### src/rtl/boss_missile_scheduler.sv
// Boss fire scheduler: frame-paced bursts with cooldowns, each shot launched on the lowest free slot.
// Define BOSS_AIM_EN to add the AIM state (fire_dir tracks the player); otherwise fire_dir stays 00.
module boss_missile_scheduler #(
    parameter int unsigned NUM_SLOTS        = 3,
    parameter int unsigned COOLDOWN_FRAMES  = 30,
    parameter int unsigned BURST_LEN        = 3,
    parameter int unsigned BURST_GAP_FRAMES = 6,
    parameter int unsigned AIM_DEADZONE     = 16
) (
    input  logic                 Clk,
    input  logic                 Reset,
    input  logic                 frame_clk,
    input  logic                 enable,
    input  logic [9:0]           boss_x_pos,
    input  logic [9:0]           player_x_pos,
    input  logic [NUM_SLOTS-1:0] slot_active,
    output logic [NUM_SLOTS-1:0] fire,
    output logic [9:0]           fire_x_pos,
    output logic [1:0]           fire_dir,
    output logic                 busy,
    output logic [15:0]          shots_fired
);

    localparam int unsigned CNT_MAX = (COOLDOWN_FRAMES > BURST_GAP_FRAMES) ? COOLDOWN_FRAMES
                                                                           : BURST_GAP_FRAMES;
    localparam int unsigned CNT_W   = (CNT_MAX < 2) ? 1 : $clog2(CNT_MAX + 1);
    localparam int unsigned BC_W    = (BURST_LEN < 2) ? 1 : $clog2(BURST_LEN + 1);

    typedef enum logic [2:0] {
        S_IDLE,
        S_COOLDOWN,
        S_AIM,
        S_BURST,
        S_GAP
    } state_t;

    state_t               state;
    logic                 frame_q;
    logic                 tick;
    logic [CNT_W-1:0]     cnt;
    logic [BC_W-1:0]      burst_cnt;
    logic [BC_W:0]        burst_next;
    logic                 burst_last;
    logic [NUM_SLOTS-1:0] reserved;
    logic [NUM_SLOTS-1:0] reserved_kept;
    logic [NUM_SLOTS-1:0] free;
    logic [NUM_SLOTS-1:0] pick;

    assign tick = frame_clk & ~frame_q;

    always_comb begin
        free          = ~slot_active & ~reserved;
        // two's-complement trick isolates the lowest set bit
        pick          = free & (~free + NUM_SLOTS'(1));
        reserved_kept = tick ? '0 : (reserved & ~slot_active);
        burst_next    = {1'b0, burst_cnt} + (BC_W + 1)'(1);
        burst_last    = (burst_next == (BC_W + 1)'(BURST_LEN));
    end

`ifdef BOSS_AIM_EN
    logic [1:0]         dir_r;
    logic [1:0]         fire_dir_r;
    logic [1:0]         aim_dir;
    logic signed [11:0] px;
    logic signed [11:0] bound_lo;
    logic signed [11:0] bound_hi;

    // 12-bit signed keeps boss +/- deadzone from wrapping at the screen edges
    always_comb begin
        px       = $signed({2'b00, player_x_pos});
        bound_lo = $signed({2'b00, boss_x_pos}) - $signed(12'(AIM_DEADZONE));
        bound_hi = $signed({2'b00, boss_x_pos}) + $signed(12'(AIM_DEADZONE));
        if (px < bound_lo) begin
            aim_dir = 2'b01;
        end else if (px > bound_hi) begin
            aim_dir = 2'b10;
        end else begin
            aim_dir = 2'b00;
        end
    end

    assign fire_dir = fire_dir_r;
`else
    logic unused_player;
    assign unused_player = ^player_x_pos;
    assign fire_dir      = 2'b00;
`endif

    always_ff @(posedge Clk) begin
        if (Reset) begin
            state       <= S_IDLE;
            frame_q     <= 1'b0;
            cnt         <= '0;
            burst_cnt   <= '0;
            reserved    <= '0;
            fire        <= '0;
            fire_x_pos  <= '0;
            busy        <= 1'b0;
            shots_fired <= '0;
`ifdef BOSS_AIM_EN
            dir_r       <= 2'b00;
            fire_dir_r  <= 2'b00;
`endif
        end else begin
            frame_q  <= frame_clk;
            fire     <= '0;
            reserved <= reserved_kept;
            if (!enable) begin
                state     <= S_IDLE;
                cnt       <= '0;
                burst_cnt <= '0;
                reserved  <= '0;
                busy      <= 1'b0;
            end else begin
                case (state)
                    S_IDLE: begin
                        state <= S_COOLDOWN;
                        cnt   <= CNT_W'(COOLDOWN_FRAMES);
                        busy  <= 1'b1;
                    end
                    S_COOLDOWN: begin
                        if (tick) begin
                            if (cnt <= CNT_W'(1)) begin
`ifdef BOSS_AIM_EN
                                state     <= S_AIM;
`else
                                state     <= S_BURST;
                                burst_cnt <= '0;
`endif
                            end else begin
                                cnt <= cnt - CNT_W'(1);
                            end
                        end
                    end
`ifdef BOSS_AIM_EN
                    S_AIM: begin
                        dir_r     <= aim_dir;
                        burst_cnt <= '0;
                        state     <= S_BURST;
                    end
`endif
                    S_BURST: begin
                        // with no free slot the burst simply waits here
                        if (free != '0) begin
                            fire       <= pick;
                            fire_x_pos <= boss_x_pos;
`ifdef BOSS_AIM_EN
                            fire_dir_r <= dir_r;
`endif
                            if (shots_fired != 16'hFFFF) begin
                                shots_fired <= shots_fired + 16'd1;
                            end
                            burst_cnt <= burst_next[BC_W-1:0];
                            reserved  <= reserved_kept | pick;
                            if (burst_last) begin
                                state <= S_COOLDOWN;
                                cnt   <= CNT_W'(COOLDOWN_FRAMES);
                            end else begin
                                state <= S_GAP;
                                cnt   <= CNT_W'(BURST_GAP_FRAMES);
                            end
                        end
                    end
                    S_GAP: begin
                        if (tick) begin
                            if (cnt <= CNT_W'(1)) begin
                                state <= S_BURST;
                            end else begin
                                cnt <= cnt - CNT_W'(1);
                            end
                        end
                    end
                    default: begin
                        state <= S_IDLE;
                        busy  <= 1'b0;
                    end
                endcase
            end
        end
    end

endmodule

### config.mk
export PLATFORM = sky130hd
export DESIGN_NAME = boss_missile_scheduler
export DESIGN_NICKNAME = d
export VERILOG_FILES = /design/src/rtl/boss_missile_scheduler.sv
export SDC_FILE = /design/constraint.sdc
export NUM_CORES = 1
export LEC_CHECK = 0
export CAP_MARGIN = 20
export CORE_ASPECT_RATIO = 0.75
export CORE_MARGIN = 2
export CORE_UTILIZATION = 48
export DETAILED_ROUTE_END_ITERATION = 10
export PLACE_DENSITY = 0.88
export SLEW_MARGIN = 20
export SYNTH_ARGS = -nofsm -noshare
export SYNTH_HDL_FRONTEND = slang
export SYNTH_SLANG_ARGS = --single-unit
export TNS_END_PERCENT = 5
### constraint.sdc
create_clock -name Clk -period 2.35 [get_ports Clk]
set_input_delay 0.705 -clock Clk [delete_from_list [all_inputs] [get_ports Clk]]
set_output_delay 0.705 -clock Clk [all_outputs]
set_load 0.05 [all_outputs]
==> results of run 1 <==
==> cell type report <==
type,count,area (sq um)
Clock buffer,5,68.8
Clock inverter,3,18.8
Fill cell,361,1540
Inverter,9,33.8
Multi-Input combinational cell,178,1180
Sequential cell,44,881
Tap cell,57,71.3
Timing Repair Buffer,63,591
==> how the worst max path moves through the flow <==
stage / depth (start not counted) / to / start / slack (ps)
2_1_floorplan: 7 / shots_fired[9]$_SDFFE_PP0P_ / shots_fired[0]$_SDFFE_PP0P_ / 140
3_3_place_gp: 7 / cnt[1]$_SDFFE_PP0P_ / slot_active[1] / -180
3_5_place_dp: 7 / shots_fired[6]$_SDFFE_PP0P_ / slot_active[1] / -230
4_1_cts: 1 / shots_fired[5] / shots_fired[5]$_SDFFE_PP0P_ / 10
5_1_grt: 7 / shots_fired[3]$_SDFFE_PP0P_ / slot_active[1] / -30
6_report: 7 / shots_fired[6]$_SDFFE_PP0P_ / slot_active[1] / 20
==> flip-flops by register name (all words and copies together) (netlist names) <==
signal / cells
burst_cnt: 2
fire: 3
cnt: 5
shots_fired: 16
state: 3
fire_x_pos: 10
busy: 1
reserved: 3
frame_q: 1
==> through the flow <==
step                util, %  hold WS [ps]  std cells  TNS (ps)
finish                 64.8           473        359         0
global route           64.8           501        359     -75.9
CTS                    64.6           472        359         0
detailed placement     62.6           461        351     -3580
global placement       62.6           457        351     -1780
floorplan                 -           446        243         0
==> critical path, cell delays in order <==
cell and delay [ps]:
clkdlybuf4s50_1 450, o22ai_2 280, o2111ai_4 270, buf_4 300
nor3_1 280, xnor2_1 170, nor2_1 60
==> cells in the final DEF (no fill, tap or decap), types with 2 or more instances in the layout <==
cell and instances:
nand4_1 3, nor4_1 5, nand2_1 13, mux2i_1 11
ha_1 4, nor3_1 16, xnor2_1 15, clkinv_2 2
a311oi_1 3, nor4_4 2, dlymetal6s2s_1 2, a22oi_1 2
a21oi_1 14, conb_1 2, nor4b_1 2, o21ai_0 6
buf_4 18, a211o_1 2, nor2_1 39, clkbuf_8 5
nor3b_1 2, inv_1 9, nand2b_1 5, or3_1 2
nand3_1 5, dfxtp_1 44, clkdlybuf4s50_1 43
==> cells in the mapped netlist (all sizes together), types with 6 or more instances <==
| cell type | n | area (sq um) |
|---|---|---|
| a21oi | 14 | 70.1 |
| xnor2 | 15 | 131 |
| inv | 9 | 33.8 |
| mux2i | 11 | 110 |
| buf | 7 | 55.1 |
| o21ai | 6 | 30.0 |
| nor4 | 7 | 73.8 |
| dfxtp | 44 | 881 |
| nand2 | 13 | 48.8 |
| nor2 | 40 | 150 |
| nor3 | 17 | 85.1 |
==> layer usage <==
layer | vias up | global-route usage (%) | wire length [microns]
met2 | 69 | 35.8 | 2530
met5 | - | 0 | 0
met3 | 0 | 4.05 | 329
li1 | 967 | - | -
met4 | 0 | 5.08 | 0
met1 | 933 | 28.4 | 2340
==> what timing repair did <==
item | CTS | global route
buffers inserted | 0 | 0
endpoints found under the setup margin | 0 | 7
resized for setup | 0 | 4
hold buffers | 0 | 0
==> cells by family (layout without fill, tap and decap cells) <==
family                   count (synthesis)  after routing  share of synthesized area [%]
AO/OA/AOI/OAI                           40             40                           13.7
flip-flops                              44             44                           40.8
adder cells (fa/ha/maj)                  4              4                           2.32
buffers and inverters                   21             80                           4.99
XOR/XNOR                                15             15                           6.09
AND/OR/NAND/NOR                        105            105                           26.3
multiplexers                            12             12                           5.62
other                                    1              2                          0.174
==> report_power, final <==
part	switching [mW]	internal, mW	total (mW)
clock	0.264	0.208	0.471
sequential	0.00991	0.754	0.763
combinational	0.0753	0.0701	0.145
total	0.349	1.03	1.38
==> impl_metrics.py, run 1 <==
metrics = {
    "layout": {
        "syn2layout_area_growth_pct": 31.8,
        "n_antenna_cell": 0,
        "finalNetCount": 332,
        "final_area_sq_um": 2850,
        "drive_gt1_share_pct": 12.9,
    },
    "timing": {
        "rsz0062_at_grt": "yes",
        "tightest_slew_ps": 527,
        "slew_violations": 0,
        "min_period_ps": 2330,
        "fin_crit_sh_pct": 99.3,
        "clock_skew_ps": 9.43,
        "post-route-worst-setup-slack_ps": 16.6,
        "hold_viol": 0,
        "fmax_mhz": 429,
        "setup_viol": 0,
        "max-slew-margin-rel_pct": 64.7,
    },
    "floorplanning": {
        "initial_core_util_pct": 49.2,
        "std_cell_rows": 21,
        "dieHeight_microns": 62.1,
        "die_w_microns": 81.4,
        "core_area_sq_um": 4390,
        "dieArea_sq_um": 5050,
        "io_pins": 59,
    },
    "synthesis": {
        "synth-seq-cells": 44,
        "yosys.cell_types.count": 49,
        "syn_area_per_cell_sq_um": 8.92,
        "syn-cell-area_sq_um": 2160,
        "synthArstFlopShare_pct": 0,
        "ys_seq_area_share_pct": 40.8,
        "netlist_instances": 242,
        "yosysWarningCount": 0,
        "synth-edff-count": 0,
        "synth_ff_type": "dfxtp_1",
    },
    "clock_network": {
        "htree_levels": 2,
        "numCtsBuffers": 5,
        "clock-root-buffer": "clkbuf_8",
        "insertion_delay_ps": 290,
        "clk_pin_slew_worst_paths_ps": 90,
        "cts_tree": "built",
        "clock_sinks": 44,
        "clk_path_buf_depth": 2,
    },
    "worst_hold_path": {
        "hold_path_depth": 2,
        "min_from": "burst_cnt[0]$_SDFFE_PP0P_",
        "hp-class": "flip-flop to flip-flop",
        "hold_end": "burst_cnt[0]$_SDFFE_PP0P_",
    },
    "worst_setup_path": {
        "endpoint_kind": "flip-flop",
        "cp-start-kind": "input port",
        "rrSetupSlack_ps": 410,
        "cp.arrival_ps": 2520,
        "worstRegToRegCells": 6,
        "cp.required_ps": 2540,
        "worstPathMaxFanout": 11,
        "r2r-start": "state[0]$_SDFFE_PP0P_",
        "criticalPathCategory": "input port to flip-flop",
        "r2r_end": "shots_fired[6]$_SDFFE_PP0P_",
    },
    "power": {
        "p_leak_nw": 1.12,
        "power.density_nw_per_um2": 485,
        "ir_worst_vdd_uv": 373,
        "power.total_mw": 1.38,
    },
    "grt": {
        "grt_pass1_vias": 1842,
        "grt_pass1_wl_microns": 8330,
        "antenna_found_initial": 0,
        "gr-total-overflow": 0,
        "grt_max_degree": 24,
        "grt_usage_pct": 21.2,
    },
    "job": {
        "drv_cap": 0,
    },
    "detailed_routing": {
        "postRouteAntennaNets": 0,
        "vias": 1969,
        "dr.first_iter.drc_count": 190,
        "viasPerCell": 5.48,
        "dr.pass1.iters": 4,
        "post-route-drc-count": 0,
        "wirelength_microns": 5200,
        "routedWlPerCell_microns": 14.5,
    },
    "place": {
        "placed_cell_area_sq_um": 2750,
        "preCtsSetupSlack_ps": -233,
        "place_hpwl_microns": 3810,
        "io_buffers": 46,
        "gp_congestion": 0.849,
    },
    "status": {
        "status": "complete, no violations",
    },
}
Power figures use the tool's default switching activity.
==> inputs of run 2 (changes only) <==
- ABC_CLOCK_PERIOD_IN_PS: unset -> 2500
- CORE_UTILIZATION: 48 -> 50
- CTS_BUF_LIST: unset -> sky130_fd_sc_hd__clkbuf_8
- PLACE_DENSITY: 0.88 -> 0.91
- clock period: 2.35 -> 2.5 ns (I/O delays scaled with it)
==> run 2 against run 1 <==
Critical path depth shrank 6. First-iteration DRC count fell by 49%. Clock skew fell by 3.4 ps. Non-clock buffer count is 2 lower. Flip-flop and latch count unchanged. Clock power up 15%. Wire length shrank 0.29%. Sequential share of layout area about the same. Setup slack improved by 120 ps. Die area is 3.8% lower. Combinational power shrank 7%. Critical path type is now flip-flop to output port. Highest routed layer is now met4.
==> impl_metrics.py, run 2 (synthesis gave the netlist of run 1 again) <==
metrics = {
    "status": {
        "status": "complete, no violations",
    },
    "floorplanning": {
        "die_w_microns": 79.9,
        "io_pins": 59,
        "dieArea_sq_um": 4860,
        "initial_core_util_pct": 52.6,
        "dieHeight_microns": 60.9,
        "std_cell_rows": 20,
        "core_area_sq_um": 4100,
    },
    "clock_network": {
        "cts_setup_buffers": 0,
        "htree_levels": 2,
        "numCtsBuffers": 5,
        "clk_path_buf_depth": 2,
        "insertion_delay_ps": 290,
        "hold_buffers": 0,
        "clock-root-buffer": "clkbuf_8",
        "clk_pin_slew_worst_paths_ps": 80,
        "clock_sinks": 44,
        "cts_resized": 0,
        "cts_tree": "built",
    },
    "layout": {
        "syn2layout_area_growth_pct": 31.7,
        "fin_util_pct": 69.2,
        "instances_no_fill": 355,
        "largest_reg_flops": 16,
        "drive_gt1_share_pct": 11.3,
        "n_antenna_cell": 0,
        "final_common_cell": "clkdlybuf4s50_1",
        "finalNetCount": 330,
        "top_register": "shots_fired",
        "fillers": 327,
        "reg_top3": "shots_fired x16, fire_x_pos x10, cnt x5",
        "final_cell_mix": "clkdlybuf4s50_1, dfxtp_1, nor2_1",
    },
    "detailed_routing": {
        "postRouteAntennaNets": 0,
        "wirelength_microns": 5190,
        "vias": 1958,
        "dr.first_iter.drc_count": 96,
        "viasPerCell": 5.52,
        "post-route-drc-count": 0,
        "routedWlPerCell_microns": 14.6,
        "dr.pass1.iters": 4,
    },
    "power": {
        "pwr-share-clk_pct": 38.9,
        "p_leak_nw": 1.07,
        "p_sw_uw": 329,
        "power.density_nw_per_um2": 491,
        "internal_power_mw": 1.07,
        "switching_share_pct": 23.5,
        "seqPwrFrac_pct": 51.4,
        "combPwrFrac_pct": 9.7,
        "ir_worst_vdd_uv": 382,
    },
    "timing": {
        "setup_viol": 0,
        "whs_ps": 485,
        "slew_violations": 0,
        "hold_viol": 0,
        "post-route-worst-setup-slack_ps": 137,
        "max-slew-margin-rel_pct": 64.1,
        "tightest_slew_ps": 538,
        "fmax_mhz": 423,
        "rsz0062_at_grt": "no",
        "fin_setup_tns_ps": 0,
        "clock_skew_ps": 6.07,
        "min_period_ps": 2360,
        "fin_crit_sh_pct": 94.5,
    },
    "worst_setup_path": {
        "path_cells": "clkdlybuf4s50_1",
        "slowest_delay_ps": 860,
        "r2r_end": "shots_fired[8]$_SDFFE_PP0P_",
        "r2r-start": "shots_fired[0]$_SDFFE_PP0P_",
        "cp-start-kind": "flip-flop",
        "criticalPathCategory": "flip-flop to output port",
        "cpMaxStageDelayCell": "clkdlybuf4s50_1",
        "worstPathMaxFanout": 5,
        "cp.required_ps": 1750,
        "path_buf_inv": 1,
        "cp.arrival_ps": 1610,
        "crit_family": "buffers and inverters",
        "endpoint_kind": "output port",
        "rrSetupSlack_ps": 540,
        "worstRegToRegCells": 7,
    },
    "grt": {
        "grt_pass1_vias": 1891,
        "grt_max_degree": 32,
        "grt_usage_pct": 22.9,
        "grt_pass1_wl_microns": 8650,
        "gr-total-overflow": 0,
        "antenna_found_initial": 0,
    },
    "worst_hold_path": {
        "min_from": "burst_cnt[0]$_SDFFE_PP0P_",
        "hold_end": "burst_cnt[0]$_SDFFE_PP0P_",
        "hold_path_depth": 2,
        "hp-class": "flip-flop to flip-flop",
    },
    "place": {
        "io_buffers": 46,
        "gp_congestion": 0.904,
        "dp.cells": 347,
        "place_hpwl_microns": 3830,
        "preCtsSetupSlack_ps": -158,
    },
    "job": {
        "drv_cap": 0,
    },
}
run 2: cell count changes in the layout (fill, tap and decap cells not counted), sizes merged:
cell,before,now
buf,18,15
bufinv,0,1
clkdlybuf4s50,43,46
clkinv,3,1
clkinvlp,0,1
dlymetal6s2s,2,0
run 2: area by class of cell:
type / count / area [sq um] / share of cell area [%]
well taps: 55 / 68.8 / 2.42
clock inverters: 3 / 42.5 / 1.50
repair buffers: 61 / 573 / 20.2
flip-flops and latches: 44 / 881 / 31.0
inverters: 9 / 33.8 / 1.19
clock buffers: 5 / 68.8 / 2.42
multi-input cells: 178 / 1170 / 41.3
run 2: how the worst max path moves through the flow:
stage | start | end | slack [ps] | depth (start not counted)
after floorplan | shots_fired[0]$_SDFFE_PP0P_ | shots_fired[9]$_SDFFE_PP0P_ | 290 | 7
after global placement | slot_active[1] | shots_fired[12]$_SDFFE_PP0P_ | -70 | 6
after detailed placement | slot_active[1] | shots_fired[6]$_SDFFE_PP0P_ | -160 | 7
after CTS | shots_fired[2]$_SDFFE_PP0P_ | shots_fired[2] | 130 | 1
after global routing | slot_active[1] | shots_fired[6]$_SDFFE_PP0P_ | 10 | 7
final | shots_fired[6]$_SDFFE_PP0P_ | shots_fired[6] | 140 | 1
run 2: metrics by stage:
step / cell area, sq um / total power [mW]
after floorplan: 2160 / 0.808
after global placement: 2730 / 0.860
after detailed placement: 2730 / 0.866
after CTS: 2840 / 1.40
after global routing: 2840 / 1.45
final: 2840 / 1.40
run 2: routing by layer:
metal  wire length, microns  vias up  track usage [%]
li1                       -      971                -
met1                   2290      913             29.7
met2                   2490       68             37.9
met3                    354        6             5.95
met4                     48        0             7.99
met5                      0        -                0
run 2: power groups by stage:
stage	clock network, mW	registers, mW	logic, mW
2_1_floorplan	0	0.734	0.0742
3_3_place_gp	0	0.733	0.127
3_5_place_dp	0	0.734	0.132
4_1_cts	0.551	0.717	0.134
5_1_grt	0.584	0.719	0.147
6_report	0.543	0.718	0.135
==> inputs of run 3 (changes only) <==
- ABC_AREA: unset -> 0
- ABC_CLOCK_PERIOD_IN_PS: 2500 -> unset
==> results of run 3 <==
Final layout, timing and power as in run 2 (identical DEF).
